## src/rtl/pwm_pkg.sv

```systemverilog
`default_nettype none
// ============================================================================
//  Module      : pwm_pkg
//  Description : Shared types and constants for the multi-channel PWM block:
//                alignment mode and count direction encodings, default
//                sizing and reset values of the active/staging configuration.
//  Revision    : 1.0 - initial release
// ============================================================================
package pwm_pkg;

    typedef enum logic {
        PWM_EDGE   = 1'b0,
        PWM_CENTER = 1'b1
    } pwm_mode_e;

    typedef enum logic {
        PWM_DIR_UP   = 1'b0,
        PWM_DIR_DOWN = 1'b1
    } pwm_dir_e;

    localparam int PWM_CNT_W_DEF  = 8;
    localparam int PWM_NUM_CH_DEF = 4;

    // Reset configuration: period all-ones, duty 0, edge mode, polarity 0.
    localparam logic      PWM_RST_PERIOD_BIT = 1'b1;
    localparam logic      PWM_RST_DUTY_BIT   = 1'b0;
    localparam logic      PWM_RST_POL_BIT    = 1'b0;
    localparam pwm_mode_e PWM_RST_MODE       = PWM_EDGE;

endpackage
`default_nettype wire

```

## src/rtl/pwm_channel_cmp.sv

```systemverilog
`default_nettype none
// ============================================================================
//  Module      : pwm_channel_cmp
//  Description : One PWM channel: unsigned count/duty compare, polarity
//                inversion and output register.
//  Ports       : clk, rst      - clock, synchronous active-high reset
//                i_en          - run enable; 0 drives the inactive level
//                i_cnt         - shared frame counter value
//                i_duty        - effective duty for this cycle
//                i_polarity    - effective output inversion for this cycle
//                o_pwm_out     - registered PWM output
//  Revision    : 1.0 - initial release
// ============================================================================
module pwm_channel_cmp
    import pwm_pkg::*;
#(
    parameter int CNT_W = PWM_CNT_W_DEF
) (
    input  logic             clk,
    input  logic             rst,
    input  logic             i_en,
    input  logic [CNT_W-1:0] i_cnt,
    input  logic [CNT_W-1:0] i_duty,
    input  logic             i_polarity,
    output logic             o_pwm_out
);

    logic pwm_out_d;
    logic pwm_out_q;

    always_comb begin
        pwm_out_d = i_polarity;
        if (i_en) begin
            pwm_out_d = (i_cnt < i_duty) ^ i_polarity;
        end
    end

    always_ff @(posedge clk) begin
        if (rst) begin
            pwm_out_q <= 1'b0;
        end else begin
            pwm_out_q <= pwm_out_d;
        end
    end

    assign o_pwm_out = pwm_out_q;

endmodule
`default_nettype wire

```

## src/rtl/pwm_multichannel.sv

```systemverilog
`default_nettype none
// ============================================================================
//  Module      : pwm_multichannel
//  Description : Multi-channel PWM generator with one shared frame counter,
//                edge/centre alignment, per-channel polarity and a
//                double-buffered configuration committed at frame boundaries.
//  Ports       : clk, rst      - clock, synchronous active-high reset
//                en            - run enable (0 holds counter, outputs inactive)
//                load          - strobe capturing config into staging
//                period        - frame top value
//                center_mode   - 0 edge-aligned, 1 centre-aligned
//                duty          - packed per-channel duty (CNT_W per channel)
//                polarity      - per-channel output inversion
//                pwm_out       - registered PWM outputs
//                period_start  - pulse with the first output of each frame
//                load_ack      - pulse when staged config becomes active
//  Revision    : 1.0 - initial release
// ============================================================================
module pwm_multichannel
    import pwm_pkg::*;
#(
    parameter int CNT_W  = PWM_CNT_W_DEF,
    parameter int NUM_CH = PWM_NUM_CH_DEF
) (
    input  logic                    clk,
    input  logic                    rst,
    input  logic                    en,
    input  logic                    load,
    input  logic [CNT_W-1:0]        period,
    input  logic                    center_mode,
    input  logic [NUM_CH*CNT_W-1:0] duty,
    input  logic [NUM_CH-1:0]       polarity,
    output logic [NUM_CH-1:0]       pwm_out,
    output logic                    period_start,
    output logic                    load_ack
);

    localparam logic [CNT_W-1:0] C_ONE = CNT_W'(1);

    // Counter and direction
    logic [CNT_W-1:0] cnt_d, cnt_q;
    pwm_dir_e         dir_d, dir_q;

    // Staging and active configuration
    logic                    pending_d, pending_q;
    logic [CNT_W-1:0]        stg_period_d, stg_period_q;
    pwm_mode_e               stg_mode_d, stg_mode_q;
    logic [NUM_CH*CNT_W-1:0] stg_duty_d, stg_duty_q;
    logic [NUM_CH-1:0]       stg_pol_d, stg_pol_q;
    logic [CNT_W-1:0]        act_period_d, act_period_q;
    pwm_mode_e               act_mode_d, act_mode_q;
    logic [NUM_CH*CNT_W-1:0] act_duty_d, act_duty_q;
    logic [NUM_CH-1:0]       act_pol_d, act_pol_q;

    logic period_start_d, period_start_q;
    logic load_ack_d, load_ack_q;

    // Configuration governing the current cycle. On a committing cycle the
    // staged values take over immediately so the whole new frame, including
    // its count-0 cycle, uses them.
    logic                    w_boundary;
    logic                    w_commit;
    logic [CNT_W-1:0]        w_cfg_period;
    pwm_mode_e               w_cfg_mode;
    logic [NUM_CH*CNT_W-1:0] w_cfg_duty;
    logic [NUM_CH-1:0]       w_cfg_pol;
    logic [NUM_CH-1:0]       w_pwm;

    always_comb begin
        w_boundary = en && (cnt_q == '0);
        // While disabled the counter sits at 0, so a pending load commits
        // on the next clock regardless of en.
        w_commit   = pending_q && (!en || (cnt_q == '0));

        w_cfg_period = w_commit ? stg_period_q : act_period_q;
        w_cfg_mode   = w_commit ? stg_mode_q   : act_mode_q;
        w_cfg_duty   = w_commit ? stg_duty_q   : act_duty_q;
        w_cfg_pol    = w_commit ? stg_pol_q    : act_pol_q;
    end

    // Counter sequencing
    always_comb begin
        cnt_d = '0;
        dir_d = PWM_DIR_UP;
        if (en) begin
            if (w_cfg_mode == PWM_EDGE) begin
                cnt_d = (cnt_q >= w_cfg_period) ? '0 : cnt_q + C_ONE;
            end else if (w_cfg_period == '0) begin
                cnt_d = '0;
            end else if (dir_q == PWM_DIR_UP) begin
                if (cnt_q < w_cfg_period) begin
                    cnt_d = cnt_q + C_ONE;
                end else begin
                    // Turn at the top; with P=1 the descent is empty.
                    cnt_d = w_cfg_period - C_ONE;
                    dir_d = (w_cfg_period == C_ONE) ? PWM_DIR_UP : PWM_DIR_DOWN;
                end
            end else begin
                cnt_d = cnt_q - C_ONE;
                dir_d = (cnt_q == C_ONE) ? PWM_DIR_UP : PWM_DIR_DOWN;
            end
        end
    end

    // Shadow registers and handshake
    always_comb begin
        stg_period_d = stg_period_q;
        stg_mode_d   = stg_mode_q;
        stg_duty_d   = stg_duty_q;
        stg_pol_d    = stg_pol_q;
        pending_d    = pending_q && !w_commit;
        if (load) begin
            // A load coinciding with a commit stays pending for the next one.
            stg_period_d = period;
            stg_mode_d   = pwm_mode_e'(center_mode);
            stg_duty_d   = duty;
            stg_pol_d    = polarity;
            pending_d    = 1'b1;
        end

        act_period_d   = w_cfg_period;
        act_mode_d     = w_cfg_mode;
        act_duty_d     = w_cfg_duty;
        act_pol_d      = w_cfg_pol;

        period_start_d = w_boundary;
        load_ack_d     = w_commit;
    end

    always_ff @(posedge clk) begin
        if (rst) begin
            cnt_q          <= '0;
            dir_q          <= PWM_DIR_UP;
            pending_q      <= 1'b0;
            stg_period_q   <= {CNT_W{PWM_RST_PERIOD_BIT}};
            stg_mode_q     <= PWM_RST_MODE;
            stg_duty_q     <= {(NUM_CH*CNT_W){PWM_RST_DUTY_BIT}};
            stg_pol_q      <= {NUM_CH{PWM_RST_POL_BIT}};
            act_period_q   <= {CNT_W{PWM_RST_PERIOD_BIT}};
            act_mode_q     <= PWM_RST_MODE;
            act_duty_q     <= {(NUM_CH*CNT_W){PWM_RST_DUTY_BIT}};
            act_pol_q      <= {NUM_CH{PWM_RST_POL_BIT}};
            period_start_q <= 1'b0;
            load_ack_q     <= 1'b0;
        end else begin
            cnt_q          <= cnt_d;
            dir_q          <= dir_d;
            pending_q      <= pending_d;
            stg_period_q   <= stg_period_d;
            stg_mode_q     <= stg_mode_d;
            stg_duty_q     <= stg_duty_d;
            stg_pol_q      <= stg_pol_d;
            act_period_q   <= act_period_d;
            act_mode_q     <= act_mode_d;
            act_duty_q     <= act_duty_d;
            act_pol_q      <= act_pol_d;
            period_start_q <= period_start_d;
            load_ack_q     <= load_ack_d;
        end
    end

    generate
        for (genvar i = 0; i < NUM_CH; i++) begin : g_ch
            pwm_channel_cmp #(
                .CNT_W (CNT_W)
            ) u_cmp (
                .clk        (clk),
                .rst        (rst),
                .i_en       (en),
                .i_cnt      (cnt_q),
                .i_duty     (w_cfg_duty[i*CNT_W +: CNT_W]),
                .i_polarity (w_cfg_pol[i]),
                .o_pwm_out  (w_pwm[i])
            );
        end
    endgenerate

    assign pwm_out      = w_pwm;
    assign period_start = period_start_q;
    assign load_ack     = load_ack_q;

endmodule
`default_nettype wire

```

## config.mk

```make
export PLATFORM = sky130hd
export DESIGN_NAME = pwm_multichannel
export DESIGN_NICKNAME = d
export VERILOG_FILES = /design/src/rtl/pwm_pkg.sv /design/src/rtl/pwm_channel_cmp.sv /design/src/rtl/pwm_multichannel.sv
export SDC_FILE = /design/constraint.sdc
export NUM_CORES = 1
export LEC_CHECK = 0
export ABC_AREA = 1
export BUFFER_PORTS_ARGS = -buffer_cell sky130_fd_sc_hd__buf_2
export CAP_MARGIN = 20
export CORE_MARGIN = 2
export CORE_UTILIZATION = 40
export CTS_BUF_LIST = sky130_fd_sc_hd__clkbuf_16
export CTS_CLUSTER_SIZE = 28
export DETAILED_ROUTE_END_ITERATION = 10
export SLEW_MARGIN = 20
export SYNTH_ARGS = -nofsm -noshare
export SYNTH_HDL_FRONTEND = slang
export SYNTH_SLANG_ARGS = --single-unit
export TNS_END_PERCENT = 100
```

## constraint.sdc

```tcl
create_clock -name clk -period 8.45 [get_ports clk]
set_clock_uncertainty 0.15 [all_clocks]
set_input_delay 1.69 -clock clk [delete_from_list [all_inputs] [get_ports clk]]
set_output_delay 1.69 -clock clk [all_outputs]
set_load 0.05 [all_outputs]
```

==> out/qor.txt <==
status: completed
CTS tree: yes
Critical Path End Type: flop
DIE HEIGHT: 120 um
Die ar.: 14400 sq um
sequential area share after synthesis: 0.394
grt met3 use: 0.0504
overall routing resource usage: 0.187
Routed WL: 12500 um
share of layout cells above drive strength 1: 0.140
Post-CTS Setup Bufs: 0
pre-CTS setup slack: 2.86 ns
Antenna diodes: 0
leakage: 0.00295 uW
GRT Residual Overflow: 0
Cell Count, Final, Fillers Out: 903
# resized after CTS: 0
initial antenna violation count: 0
most used flip-flop cell after synthesis: dfxtp_1
Final Setup Violations: 0
later-pin clock latency in the skew report: 0.36 ns
# IOs: 55
CP required: 8.58 ns
Synth Instances: 690
hold_buf cts: 0
largest net degree at the start of global routing: 59
busiest grt layer: met2
grt met2 use: 0.310
VDD IR-drop max: 0.000156 V
Peak Freq: 191 MHz
Max Slew Vio Count: 0
fillcell total: 1332
Tmin final: 5.23 ns
Yosys reg bits: 106
vias in the first global route: 4452
Core Footprint: 13200 sq um
Vias: 4448
Max Root-Sink Buffers: 2
synth top area cells: dfxtp_1 39%, nor2_1 9.6%, ha_1 9.1%, nand2_1 7.3%, mux2i_1 6.0%
cts bufs inserted: 9
Critical Path Start Type: input pin
post-DP HPWL: 8570 um
clk sink count: 106
synthesized area: 5380 sq um
top-count cell post-synth: nor2_1
unrepaired setup endpoints after global routing: false
synth-to-layout area growth: 10.6%
initial core utilization: 0.408
drt pass-1 iters: 4
Chip Width: 120 um
worst-path maximum fanout: 58
clk root buf: clkbuf_16
Placed Cells incl. Taps: 887
Syn Nets: 778
Nets: 810
first-pass GRT wire length: 21300 um
Crit Path Class: in2reg
sum of negative setup slack: 0 ns
Reg clk slew, reported paths: 0.07 ns
Least-Margin Pin Slew: 1.08 ns
Async S/R FF share, synth: 0
Syn. warnings: 0
H-tree depth: 3
worst path arrival time: 5.36 ns
final period utilization: 0.619
leading area contributor after synthesis: dfxtp_1
IO Port Bufs: 54
Post-synth EDFFs: 0
Avg WL per Cell: 13.8 um
GPL Wtd Cong: 0.911
pwr/cell area: 182 nW/um^2
Avg Cell Area, Syn: 7.80 sq um
max-cap viol count: 0
Min-Delay Path Class: reg2reg
met1 Use GR: 0.235
via/cell ratio: 4.93
Final Hold Viols: 0
Rel. slew slack: 0.279
PnR worst setup slack: 3.22 ns
DR DRC count: 0
Iter 0 DRT Violations: 253
antenna-violating nets left: 0
unique cell type count in the Yosys netlist: 40
share of the synthesized area in the top cell type: 0.394
synth cell count leaders: 138 x nor2_1, 106 x dfxtp_1, 105 x nand2_1, 53 x inv_1, 49 x nand3_1
Rows: 42
-- flip-flops by register name (all words and copies together), names as in the netlist --
name                  cells
stg_pol_q                 4
act_pol_q                 4
load_ack                  1
stg_duty_q               32
stg_mode_q                1
pending_q                 1
cnt_q                     8
period_start              1
act_duty_q               32
dir_q                     1
g_ch.u_cmp.o_pwm_out      4
stg_period_q              8
act_period_q              8
act_mode_q                1
-- cell families after synthesis --
| group | share of synthesized area |
|---|---|
| xor+xnor | 0.00977 |
| simple gates | 0.254 |
| compound gates | 0.111 |
| buf+inv | 0.0758 |
| flops | 0.394 |
| fa+ha+maj | 0.0907 |
| mux | 0.0637 |
-- routing by layer --
layer / vias up / routed length, um
li1: 2311 / -
met1: 2037 / 5930
met2: 83 / 5710
met3: 17 / 624
met4: 0 / 240
met5: - / 0
-- final timing paths --
path                                 startpoint               to  slack (ns)  cells past startpoint
worst max-delay path                         en         cnt_q[2]        3.22                     15
worst min-delay path            stg_period_q[7]  stg_period_q[7]        0.33                      2
worst max register to register         cnt_q[0]         cnt_q[2]        3.42                     17
worst min register to register  stg_period_q[7]  stg_period_q[7]        0.33                      2
-- layout by cell type, fill, tap and decap left out, drive strengths merged, types with 9 or more instances in the layout --
cell type / netlist / routed
clkbuf: 19 / 9
o21ai: 64 / 64
a21oi: 25 / 25
inv: 55 / 57
dfxtp: 106 / 106
mux2i: 33 / 33
buf: 15 / 55
nand2: 115 / 115
nand3: 49 / 49
nor2: 142 / 142
ha: 39 / 39
-- through the flow --
stage / util / total power [uW] / cell area, sq um / hold WS, ns
2_1_floorplan: - / 670 / 5380 / 0.280
3_3_place_gp: 0.430 / 701 / 5680 / 0.317
3_5_place_dp: 0.430 / 706 / 5680 / 0.322
4_1_cts: 0.451 / 1100 / 5950 / 0.337
5_1_grt: 0.451 / 1140 / 5950 / 0.363
6_report: 0.451 / 1080 / 5950 / 0.330
-- area by class of cell --
class                           count  area (sq um)  share of cell area
Multi-Input combinational cell    495          2850               0.479
Sequential cell                   106          2120               0.357
Timing Repair Buffer               55           278              0.0467
Clock buffer                        9           225              0.0378
Tap cell                          176           220              0.0370
Inverter                           55           206              0.0347
Clock inverter                      7          50.0             0.00841
-- power breakdown --
group          internal [uW]  switching (uW)
combinational           53.8            96.6
clock                    200             190
sequential               527            14.6
-- worst max-delay path, stage by stage --
cell	delay, ns
buf_2	0.13
o21ai_4	0.08
nand2_4	0.63
inv_1	0.14
or2_2	0.31
o21a_1	0.11
inv_1	0.12
ha_1	0.27
nand2_1	0.08
nor2_1	0.04
a211oi_1	0.84
nand2_4	0.24
a21oi_4	0.32
nand3_1	0.13
a21oi_1	0.19
Note: power is estimated with default switching activity, not from simulation.
